### config.mk
export PLATFORM = sky130hd
export DESIGN_NAME = mem_arbiter_flat
export DESIGN_NICKNAME = d
export VERILOG_FILES = /design/src/rtl/mem_arb_pkg.sv /design/src/rtl/mem_arbiter_if.sv /design/src/rtl/rr_arb2.sv /design/src/rtl/mem_arbiter.sv /design/src/flat_wrapper.sv
export SDC_FILE = /design/constraint.sdc
export NUM_CORES = 1
export LEC_CHECK = 0
export BUFFER_PORTS_ARGS = -buffer_cell sky130_fd_sc_hd__clkbuf_2
export CORE_ASPECT_RATIO = 0.8
export CORE_UTILIZATION = 41
export CTS_CLUSTER_SIZE = 8
export DETAILED_ROUTE_END_ITERATION = 10
export PLACE_DENSITY = 0.72
export SYNTH_ARGS = -nofsm -noshare
export SYNTH_HDL_FRONTEND = slang
export SYNTH_SLANG_ARGS = --single-unit
### constraint.sdc
create_clock -name clk_i -period 2.7 [get_ports clk_i]
set_input_delay 0.27 -clock clk_i [delete_from_list [all_inputs] [get_ports clk_i]]
set_output_delay 0.27 -clock clk_i [all_outputs]
set_load 0.01 [all_outputs]
### src/rtl/mem_arb_pkg.sv
// Shared types and constants for the instruction/data memory arbiter.
package mem_arb_pkg;

  localparam int unsigned ADDR_W = 32;
  localparam int unsigned DATA_W = 32;
  localparam int unsigned BE_W   = 4;

  localparam int unsigned         TIMEOUT_DEF   = 16;
  localparam logic [DATA_W-1:0]   ERR_RDATA_DEF = 32'hdead_beef;

  typedef logic [1:0] state_t;
  localparam state_t S_IDLE  = 2'd0;
  localparam state_t S_ISSUE = 2'd1;
  localparam state_t S_WAIT  = 2'd2;
  localparam state_t S_RESP  = 2'd3;

  typedef enum logic {
    OWN_INSTR = 1'b0,
    OWN_DATA  = 1'b1
  } owner_e;

  // Memory command captured at grant time and replayed onto the memory bus.
  typedef struct packed {
    logic              we;
    logic [BE_W-1:0]   be;
    logic [ADDR_W-1:0] addr;
    logic [DATA_W-1:0] wdata;
  } mem_cmd_t;

  function automatic owner_e other_port(owner_e o);
    return (o == OWN_INSTR) ? OWN_DATA : OWN_INSTR;
  endfunction

endpackage

### src/rtl/mem_arbiter_if.sv
// Requester and memory buses of the arbiter; slave is the arbiter's view,
// master is the surrounding system (fetch unit, LSU and memory).
interface mem_arbiter_if;
  import mem_arb_pkg::*;

  logic              instr_req_i;
  logic [ADDR_W-1:0] instr_addr_i;
  logic [DATA_W-1:0] instr_rdata_o;
  logic              instr_ready_o;
  logic              instr_err_o;

  logic              data_req_i;
  logic              data_we_i;
  logic [BE_W-1:0]   data_be_i;
  logic [ADDR_W-1:0] data_addr_i;
  logic [DATA_W-1:0] data_wdata_i;
  logic [DATA_W-1:0] data_rdata_o;
  logic              data_ready_o;
  logic              data_err_o;

  logic              mem_req_o;
  logic              mem_we_o;
  logic [BE_W-1:0]   mem_be_o;
  logic [ADDR_W-1:0] mem_addr_o;
  logic [DATA_W-1:0] mem_wdata_o;
  logic [DATA_W-1:0] mem_rdata_i;
  logic              mem_ready_i;

  modport slave (
    input  instr_req_i, instr_addr_i,
    output instr_rdata_o, instr_ready_o, instr_err_o,
    input  data_req_i, data_we_i, data_be_i, data_addr_i, data_wdata_i,
    output data_rdata_o, data_ready_o, data_err_o,
    output mem_req_o, mem_we_o, mem_be_o, mem_addr_o, mem_wdata_o,
    input  mem_rdata_i, mem_ready_i
  );

  modport master (
    output instr_req_i, instr_addr_i,
    input  instr_rdata_o, instr_ready_o, instr_err_o,
    output data_req_i, data_we_i, data_be_i, data_addr_i, data_wdata_i,
    input  data_rdata_o, data_ready_o, data_err_o,
    input  mem_req_o, mem_we_o, mem_be_o, mem_addr_o, mem_wdata_o,
    output mem_rdata_i, mem_ready_i
  );

endinterface

### src/rtl/rr_arb2.sv
// Two-way round-robin grant; on contention the port that did not win last time wins.
module rr_arb2
  import mem_arb_pkg::*;
(
  input  logic       clk_i,
  input  logic       rst_i,
  input  logic [1:0] req_i,     // [0] instr, [1] data
  input  logic       update_i,
  output owner_e     grant_c,
  output logic       valid_c
);

  owner_e last_q;

  // Reset to DATA so the first contended grant goes to the fetch port.
  always_ff @(posedge clk_i) begin
    if (rst_i) begin
      last_q <= OWN_DATA;
    end else if (update_i) begin
      last_q <= grant_c;
    end
  end

  always_comb begin
    valid_c = |req_i;
    grant_c = OWN_INSTR;
    if (req_i[0] && req_i[1]) begin
      grant_c = other_port(last_q);
    end else if (req_i[1]) begin
      grant_c = OWN_DATA;
    end
  end

endmodule

### src/rtl/mem_arbiter.sv
// Shares one external memory between the fetch unit and the LSU, one
// transaction at a time, with a watchdog that aborts unacknowledged accesses.
module mem_arbiter
  import mem_arb_pkg::*;
#(
  parameter int unsigned       TIMEOUT_CYCLES = TIMEOUT_DEF,
  parameter logic [DATA_W-1:0] ERR_RDATA      = ERR_RDATA_DEF
) (
  input logic          clk_i,
  input logic          rst_i,
  mem_arbiter_if.slave bus
);

  localparam int unsigned WDOG_W = $clog2(TIMEOUT_CYCLES) + 1;

  state_t            state_q, state_d;
  owner_e            owner_q, owner_d;
  mem_cmd_t          cmd_q, cmd_d;
  logic              mem_req_q, mem_req_d;
  logic [WDOG_W-1:0] wdog_q, wdog_d;

  logic              instr_ready_q, instr_ready_d;
  logic              instr_err_q, instr_err_d;
  logic [DATA_W-1:0] instr_rdata_q, instr_rdata_d;
  logic              data_ready_q, data_ready_d;
  logic              data_err_q, data_err_d;
  logic [DATA_W-1:0] data_rdata_q, data_rdata_d;

  owner_e            arb_grant_c;
  logic              arb_valid_c;
  logic              arb_update_c;
  logic              rsp_fire_c;
  logic              rsp_err_c;
  logic [DATA_W-1:0] rsp_rdata_c;

  rr_arb2 u_rr_arb2 (
    .clk_i    (clk_i),
    .rst_i    (rst_i),
    .req_i    ({bus.data_req_i, bus.instr_req_i}),
    .update_i (arb_update_c),
    .grant_c  (arb_grant_c),
    .valid_c  (arb_valid_c)
  );

  always_ff @(posedge clk_i) begin
    if (rst_i) begin
      state_q       <= S_IDLE;
      owner_q       <= OWN_INSTR;
      cmd_q         <= '0;
      mem_req_q     <= 1'b0;
      wdog_q        <= '0;
      instr_ready_q <= 1'b0;
      instr_err_q   <= 1'b0;
      instr_rdata_q <= '0;
      data_ready_q  <= 1'b0;
      data_err_q    <= 1'b0;
      data_rdata_q  <= '0;
    end else begin
      state_q       <= state_d;
      owner_q       <= owner_d;
      cmd_q         <= cmd_d;
      mem_req_q     <= mem_req_d;
      wdog_q        <= wdog_d;
      instr_ready_q <= instr_ready_d;
      instr_err_q   <= instr_err_d;
      instr_rdata_q <= instr_rdata_d;
      data_ready_q  <= data_ready_d;
      data_err_q    <= data_err_d;
      data_rdata_q  <= data_rdata_d;
    end
  end

  // Next-state and next-output logic; outputs are registered so they line up with state_q.
  always_comb begin
    state_d      = state_q;
    owner_d      = owner_q;
    cmd_d        = cmd_q;
    mem_req_d    = 1'b0;
    wdog_d       = wdog_q;
    arb_update_c = 1'b0;
    rsp_fire_c   = 1'b0;
    rsp_err_c    = 1'b0;
    rsp_rdata_c  = '0;

    case (state_q)
      S_IDLE: begin
        if (arb_valid_c) begin
          arb_update_c = 1'b1;
          owner_d      = arb_grant_c;
          mem_req_d    = 1'b1;
          state_d      = S_ISSUE;
          if (arb_grant_c == OWN_INSTR) begin
            cmd_d = '{we: 1'b0, be: {BE_W{1'b1}}, addr: bus.instr_addr_i, wdata: '0};
          end else begin
            cmd_d = '{we: bus.data_we_i, be: bus.data_be_i,
                      addr: bus.data_addr_i, wdata: bus.data_wdata_i};
          end
        end
      end
      S_ISSUE: begin
        wdog_d  = '0;
        state_d = S_WAIT;
      end
      S_WAIT: begin
        if (bus.mem_ready_i) begin
          rsp_fire_c  = 1'b1;
          rsp_rdata_c = bus.mem_rdata_i;
          state_d     = S_RESP;
        end else if (wdog_q == WDOG_W'(TIMEOUT_CYCLES - 1)) begin
          rsp_fire_c  = 1'b1;
          rsp_err_c   = 1'b1;
          rsp_rdata_c = ERR_RDATA;
          state_d     = S_RESP;
        end else begin
          wdog_d = wdog_q + WDOG_W'(1);
        end
      end
      S_RESP: begin
        state_d = S_IDLE;
      end
      default: begin
        state_d = S_IDLE;
      end
    endcase

    // Route the response only to the owner; the other port stays quiet.
    instr_ready_d = rsp_fire_c && (owner_q == OWN_INSTR);
    instr_err_d   = instr_ready_d && rsp_err_c;
    instr_rdata_d = instr_ready_d ? rsp_rdata_c : '0;
    data_ready_d  = rsp_fire_c && (owner_q == OWN_DATA);
    data_err_d    = data_ready_d && rsp_err_c;
    data_rdata_d  = data_ready_d ? rsp_rdata_c : '0;
  end

  assign bus.mem_req_o     = mem_req_q;
  assign bus.mem_we_o      = cmd_q.we;
  assign bus.mem_be_o      = cmd_q.be;
  assign bus.mem_addr_o    = cmd_q.addr;
  assign bus.mem_wdata_o   = cmd_q.wdata;
  assign bus.instr_ready_o = instr_ready_q;
  assign bus.instr_err_o   = instr_err_q;
  assign bus.instr_rdata_o = instr_rdata_q;
  assign bus.data_ready_o  = data_ready_q;
  assign bus.data_err_o    = data_err_q;
  assign bus.data_rdata_o  = data_rdata_q;

endmodule

### src/flat_wrapper.sv
// flat-port wrapper written by rule: the top's interface ports become plain ports
module mem_arbiter_flat import mem_arb_pkg::*;
#(
  parameter int unsigned       TIMEOUT_CYCLES = TIMEOUT_DEF,
  parameter logic [DATA_W-1:0] ERR_RDATA      = ERR_RDATA_DEF
)
  (clk_i, rst_i, bus_instr_req_i, bus_instr_addr_i, bus_instr_rdata_o, bus_instr_ready_o, bus_instr_err_o, bus_data_req_i, bus_data_we_i, bus_data_be_i, bus_data_addr_i, bus_data_wdata_i, bus_data_rdata_o, bus_data_ready_o, bus_data_err_o, bus_mem_req_o, bus_mem_we_o, bus_mem_be_o, bus_mem_addr_o, bus_mem_wdata_o, bus_mem_rdata_i, bus_mem_ready_i);
  mem_arbiter_if bus_i ();
  input logic clk_i;
  input logic rst_i;
  input wire logic [$bits(bus_i.instr_req_i)-1:0] bus_instr_req_i;
  input wire logic [$bits(bus_i.instr_addr_i)-1:0] bus_instr_addr_i;
  output wire logic [$bits(bus_i.instr_rdata_o)-1:0] bus_instr_rdata_o;
  output wire logic [$bits(bus_i.instr_ready_o)-1:0] bus_instr_ready_o;
  output wire logic [$bits(bus_i.instr_err_o)-1:0] bus_instr_err_o;
  input wire logic [$bits(bus_i.data_req_i)-1:0] bus_data_req_i;
  input wire logic [$bits(bus_i.data_we_i)-1:0] bus_data_we_i;
  input wire logic [$bits(bus_i.data_be_i)-1:0] bus_data_be_i;
  input wire logic [$bits(bus_i.data_addr_i)-1:0] bus_data_addr_i;
  input wire logic [$bits(bus_i.data_wdata_i)-1:0] bus_data_wdata_i;
  output wire logic [$bits(bus_i.data_rdata_o)-1:0] bus_data_rdata_o;
  output wire logic [$bits(bus_i.data_ready_o)-1:0] bus_data_ready_o;
  output wire logic [$bits(bus_i.data_err_o)-1:0] bus_data_err_o;
  output wire logic [$bits(bus_i.mem_req_o)-1:0] bus_mem_req_o;
  output wire logic [$bits(bus_i.mem_we_o)-1:0] bus_mem_we_o;
  output wire logic [$bits(bus_i.mem_be_o)-1:0] bus_mem_be_o;
  output wire logic [$bits(bus_i.mem_addr_o)-1:0] bus_mem_addr_o;
  output wire logic [$bits(bus_i.mem_wdata_o)-1:0] bus_mem_wdata_o;
  input wire logic [$bits(bus_i.mem_rdata_i)-1:0] bus_mem_rdata_i;
  input wire logic [$bits(bus_i.mem_ready_i)-1:0] bus_mem_ready_i;
  assign bus_i.instr_req_i = bus_instr_req_i;
  assign bus_i.instr_addr_i = bus_instr_addr_i;
  assign bus_instr_rdata_o = bus_i.instr_rdata_o;
  assign bus_instr_ready_o = bus_i.instr_ready_o;
  assign bus_instr_err_o = bus_i.instr_err_o;
  assign bus_i.data_req_i = bus_data_req_i;
  assign bus_i.data_we_i = bus_data_we_i;
  assign bus_i.data_be_i = bus_data_be_i;
  assign bus_i.data_addr_i = bus_data_addr_i;
  assign bus_i.data_wdata_i = bus_data_wdata_i;
  assign bus_data_rdata_o = bus_i.data_rdata_o;
  assign bus_data_ready_o = bus_i.data_ready_o;
  assign bus_data_err_o = bus_i.data_err_o;
  assign bus_mem_req_o = bus_i.mem_req_o;
  assign bus_mem_we_o = bus_i.mem_we_o;
  assign bus_mem_be_o = bus_i.mem_be_o;
  assign bus_mem_addr_o = bus_i.mem_addr_o;
  assign bus_mem_wdata_o = bus_i.mem_wdata_o;
  assign bus_i.mem_rdata_i = bus_mem_rdata_i;
  assign bus_i.mem_ready_i = bus_mem_ready_i;
  mem_arbiter #(.TIMEOUT_CYCLES(TIMEOUT_CYCLES), .ERR_RDATA(ERR_RDATA)) u_core (.clk_i(clk_i), .rst_i(rst_i), .bus(bus_i));
endmodule
* After elaboration in Yosys (flattened, before gate mapping) *
Cells that the tools add are included.

operators by class
  add/subtract/negate cells = 1
  bitwise logic cells = 3
  reduce and logical (&&, ||, !) cells = 13
  eq/ne operators = 8
  multiplexer cells = 21

operators with widths
  cell                                                                      count
  32-bit 2-to-1 mux                                                         3
  69-bit 2-to-1 mux                                                         1
  1-bit 2-to-1 mux                                                          10
  5-bit 2-to-1 mux                                                          2
  5-bit case mux with 2 select lines                                        1
  2-bit case mux with 4 select lines                                        1
  2-bit 2-to-1 mux                                                          3
  2-bit OR reduction                                                        3
  5-bit by 1-bit adder with 5-bit output (second input constant)            1
  5-bit by 4-bit == test with 1-bit output (second input constant)          1
  1-bit logical AND                                                         5
  2-bit == test (second input constant)                                     2
  2-bit inequality test (second input constant)                             2
  2-bit AND reduction                                                       2
  3-bit by 2-bit inequality test with 1-bit output (second input constant)  1
  1-bit inverter                                                            3
  3-bit AND reduction                                                       1
  2-bit by 1-bit == test with 1-bit output (second input constant)          1
  2-bit logical NOT                                                         1
  2-bit by 1-bit inequality test with 1-bit output (second input constant)  1
  2-bit nonzero test                                                        1

storage, ports and cells
  register bits = 147
  logic and storage cells = 61
  output and inout port bits = 138
  bits of input ports = 138

* Logic depth before layout (Yosys ltp) *
  depth after elaboration = 7
  gate-level depth with buffers = 7
  gate-level depth less buffers = 6

* Cells and area by module *
A second synthesis with hierarchy kept.

unflattened totals
  cells, all modules = 550
  area, all modules = 5147.4 sq um

modules (own cells, without submodules)
  module       seq. area each (sq um)  area an instance (sq um)  times used  cells an instance
  mem_arbiter  2922.8                  5098.6                    1           545
  rr_arb2      20.0                    48.8                      1           5

* Worst setup path before layout *
No wires, ideal clock.

  path kind = register -> register
  from = reg u_core.wdog_q[0]
  to = reg u_core.wdog_q[2]
  setup slack = 0.797 ns
  required time = 2.630 ns
  cell stages (with the launch flop) = 8
  buffers on the path = 1
  library setup time = 0.070 ns
  period minus slack after synthesis = 1.903 ns
  arrival = 1.833 ns
  cells stage by stage = dfxtp_1 > ha_1 > and3_1 > ha_1 > or3b_1 > buf_2 > or3_1 > a21oi_1

on the way
  cells in the longest elaborated chain, start to end = 4
  elaborated cells on any way between the ends = 7
  classes of those cells = add/sub (1); eq/ne (2); mux (3); reduce/logical (1)

RTL lines
  element                                 line                source
  start: declaration                      mem_arbiter.sv:20   logic [WDOG_W-1:0] wdog_q, wdog_d;
  start signal: assignment                mem_arbiter.sv:63   wdog_q <= wdog_d;
  5-bit by 1-bit adder with 5-bit output  mem_arbiter.sv:115  wdog_d = wdog_q + WDOG_W'(1);
  5-bit 2-to-1 mux                        mem_arbiter.sv:109  end else if (wdog_q == WDOG_W'(TIMEOUT_CYCLES - 1)) begin
  5-bit 2-to-1 mux                        mem_arbiter.sv:105  if (bus.mem_ready_i) begin
  5-bit case mux with 2 select lines      mem_arbiter.sv:85   case (state_q)

Several ways; a longest one is shown, not always the timed one. The select of a mux whose other input is x is not followed.
A chain may end at the register's enable or synchronous reset.

* Final worst setup path *
  from = reg u_core.state_q[0]
  to = reg u_core.cmd_q, in the netlist u_core.bus.mem_wdata_o[16]

on the way
  cells in the longest elaborated chain, start to end = 2

RTL lines
  element                        line               source
  start: declaration             mem_arbiter.sv:16  state_t state_q, state_d;
  start signal: assignment       mem_arbiter.sv:59  state_q <= state_d;
  2-bit logical NOT              mem_arbiter.sv:85
  2-bit AND reduction (no line)  --
  end signal: assignment         mem_arbiter.sv:61  cmd_q <= cmd_d;
  end: declaration               mem_arbiter.sv:18  mem_cmd_t cmd_q, cmd_d;

No other way between the ends.

==> summary.txt <==
Logic synthesis
  • Syn. warnings: 0
  • Synth area leaders: dfxtp_1 (61%), a21oi_1 (7.4%), a22o_1 (6.0%)
  • Post-synthesis cell area: slightly below 0.005 sq mm
  • Avg Cell Area, Syn: about 9.5 sq um
  • Seq cells post-synth: 147
  • Synth area leader: dfxtp_1
  • Sequential-to-total area share from yosys stat: 60.8%
  • Syn Nets: between 600 and 700
  • Netlist cell types: 28
  • Mapped Cells: 507
  • Async SR Flop Fraction: 0%
  • Synth Flop Type: dfxtp_1
  • Area share of the largest cell type after synthesis: approximately three fifths
  • Number of enable flip-flop cells after synthesis: 0

Clock network
  • Hold-fix buffers at CTS: 0
  • Clock insertion delay at the later pin of the skew report: 0.41 ns
  • TritonCTS clock tree: done
  • Clock buffer depth: 2
  • Root Driver: clkbuf_16
  • Reg clk slew, reported paths: 0.06 ns
  • Inserted Clock Buffers: 17
  • Post-CTS setup buffer count: 0
  • Post-CTS sizing: 0
  • Sink Count: 147
  • H-tree depth: 4

STA
  • Post-Route Setup TNS: 0 ns
  • FMAX: 446 MHz
  • Tcrit/Tclk final: 83.0%
  • Final Slew Violations: 0
  • Final-report hold violation count: 0
  • Tightest Pin Transition: 1.31 ns
  • Setup Viol. Count Final: 0
  • Worst Skew: 0.0122 ns
  • WHS: 0.0695 ns
  • Slew headroom: 12.6%
  • Min Tclk post-route: 2.24 ns
  • RSZ-0062 raised after global routing: no

Critical path
  • Critical Path AT: 2.59 ns
  • Delay-heaviest family, CP: simple AND/OR/NAND/NOR gates
  • Critical Path End Type: register
  • Critical path launch point type: register
  • Buf+Inv Stages, Crit Path: 1
  • Stages on the worst setup path: 5
  • CP peak stage delay: around 1 ns
  • Crit Path Max Fanout: 33
  • CP cell instances: inv_1, ha_1, o21a_1, nor2_2, a22o_1
  • Required time of the critical path: approximately 3 ns
  • Slowest-stage cell, CP: nor2_2
  • R2R depth: 5
  • WS Path Type: reg -> reg

Flow run
  • Max_cap viols: 0

Placement
  • Port bufs: 275
  • Routability congestion estimate: 0.782
  • Area after DPL: 0.00632 sq mm
  • DP HPWL: 9.97 mm
  • Placed cells: 901

GRT
  • Gr usage total: between 20% and 30%
  • Total gr overflow: 0
  • Vias in the first global route: between 4k and 5k
  • Global-route wire length before repair: ~21 mm
  • Initial antenna violation count: 0
  • Largest net degree at the start of global routing: 41

Routing
  • Vias: approximately 4.5k
  • Final ANT Viol Nets: 0
  • Drt drc: 0
  • Initial DRC count: 254
  • WL final: 13.6 mm
  • Vias per cell: 4.83
  • Drt first pass iters: 4
  • DR WL/cell: 14.6 microns

Power and ir drop
  • Power per standard cell area: 912 mW/mm^2
  • VDD IR max: just under 500 uV
  • LEAKAGE: ~3.4 nW
  • Power, Total: ~6.3 mW

Layout
  • Share of cells above drive strength 1: 41.2%
  • Multi-input logic area: 0.00173 sq mm
  • Fill count: 1,017
  • N_diodes: 0
  • Design area: 0.00689 sq mm
  • Non-filler cells, final: between 900 and 1k
  • Total area of sequential cells: between 0.002 and 0.003 sq mm
  • Area growth syn-to-layout: 42.3%
  • Nets: 916

Worst hold path
  • Hold depth: 2
  • Min-Delay Path Class: in -> reg

Status
  • Status: complete, no violations

Floorplanning
  • Core Region: 0.0115 sq mm
  • Initial core utilization: a little over two fifths
  • Num rows: 35
  • Ports: 276
  • Die area: between 0.01 and 0.015 sq mm
  • Die height: 99.2 microns
  • Die X: 123 microns
==> sequential cells by signal (all words and copies together), names as in the netlist <==
register and flops:
u_core.bus.mem_wdata_o 32, u_core.state_q 2, u_core.bus.data_ready_o 1, u_core.u_rr_arb2.last_q 1
u_core.bus.mem_addr_o 32, u_core.wdog_q 5, u_core.bus.mem_we_o 1, u_core.owner_q 1
u_core.bus.mem_be_o 4, u_core.bus.data_err_o 1, u_core.bus.instr_rdata_o 32, u_core.bus.mem_req_o 1
u_core.bus.instr_err_o 1, u_core.bus.data_rdata_o 32, u_core.bus.instr_ready_o 1
==> where the power goes <==
group / switching, mW / internal [mW]
logic: 0.881 / 0.564
clock network: 0.876 / 1.32
registers: 0.157 / 2.48
==> layout make-up <==
| class | count | area share, % |
|---|---|---|
| flip-flops and latches | 147 | 42.7 |
| multi-input cells | 314 | 25.1 |
| repair buffers | 283 | 20.9 |
| clock buffers | 20 | 6.63 |
| well taps | 148 | 2.69 |
| clock inverters | 11 | 1.53 |
| inverters | 9 | 0.491 |
==> through the flow <==
stage	setup slack [ns]	utilization [%]
detailed placement	0.493	54.9
global placement	0.681	54.9
finish	0.458	59.8
CTS	0.483	59.8
global route	0.299	59.8
floorplan	0.797	-
==> logic make-up (layout without fill, tap and decap cells) <==
| group | count (synthesis) | count (layout) | synth area share, % |
|---|---|---|---|
| compound gates | 152 | 152 | 19.4 |
| buf+inv | 46 | 323 | 3.93 |
| simple gates | 156 | 156 | 14.3 |
| fa+ha+maj | 6 | 6 | 1.55 |
| flops | 147 | 147 | 60.8 |
==> cells in the mapped netlist, types with 3 or more instances <==
master      n
dfxtp_1   147
a21oi_1    72
nor2_1     69
nand2_1    45
o21ai_0    34
a22o_1     33
clkbuf_1   25
nor2b_1    24
buf_2      11
inv_1       9
ha_1        6
nand3_1     5
and3_1      4
o221a_2     4
nand2b_1    3
==> worst paths after layout <==
path                                                                end  slack [ns]                           start
worst max-delay path            u_core.bus.mem_wdata_o[16]$_SDFFE_PP0P_        0.46  u_core.state_q[0]$_SDFFE_PP0P_
worst min register to register            u_core.wdog_q[4]$_SDFFE_PP0P_        0.47   u_core.wdog_q[4]$_SDFFE_PP0P_
worst min-delay path            u_core.bus.mem_wdata_o[12]$_SDFFE_PP0P_        0.07            bus_data_wdata_i[12]
worst max register to register  u_core.bus.mem_wdata_o[16]$_SDFFE_PP0P_        0.46  u_core.state_q[0]$_SDFFE_PP0P_
==> metal layers <==
| layer | part of all wire, % | GRT usage (%) |
|---|---|---|
| met4 | 1.1 | 8.16 |
| met5 | 0 | 0 |
| met2 | 51 | 38.9 |
| met1 | 40 | 25.0 |
| met3 | 8.4 | 7.34 |
==> placed cells by master, fill, tap and decap left out, types with 2 or more instances in the layout <==
cell type / count
a21oi_1: 72
o2111ai_2: 2
buf_4: 8
clkbuf_2: 275
nand2_1: 45
or3b_1: 2
clkinv_2: 2
o221a_2: 4
nand2b_1: 3
ha_1: 6
and3_1: 4
o21ai_0: 34
dfxtp_1: 147
nor2b_1: 24
nand3_1: 5
clkinvlp_4: 4
clkbuf_16: 17
inv_6: 2
clkbuf_8: 2
a21o_1: 2
a22o_1: 33
nor2_1: 68
inv_1: 9
clkinv_4: 2
(Power assumes the default switching activity.)
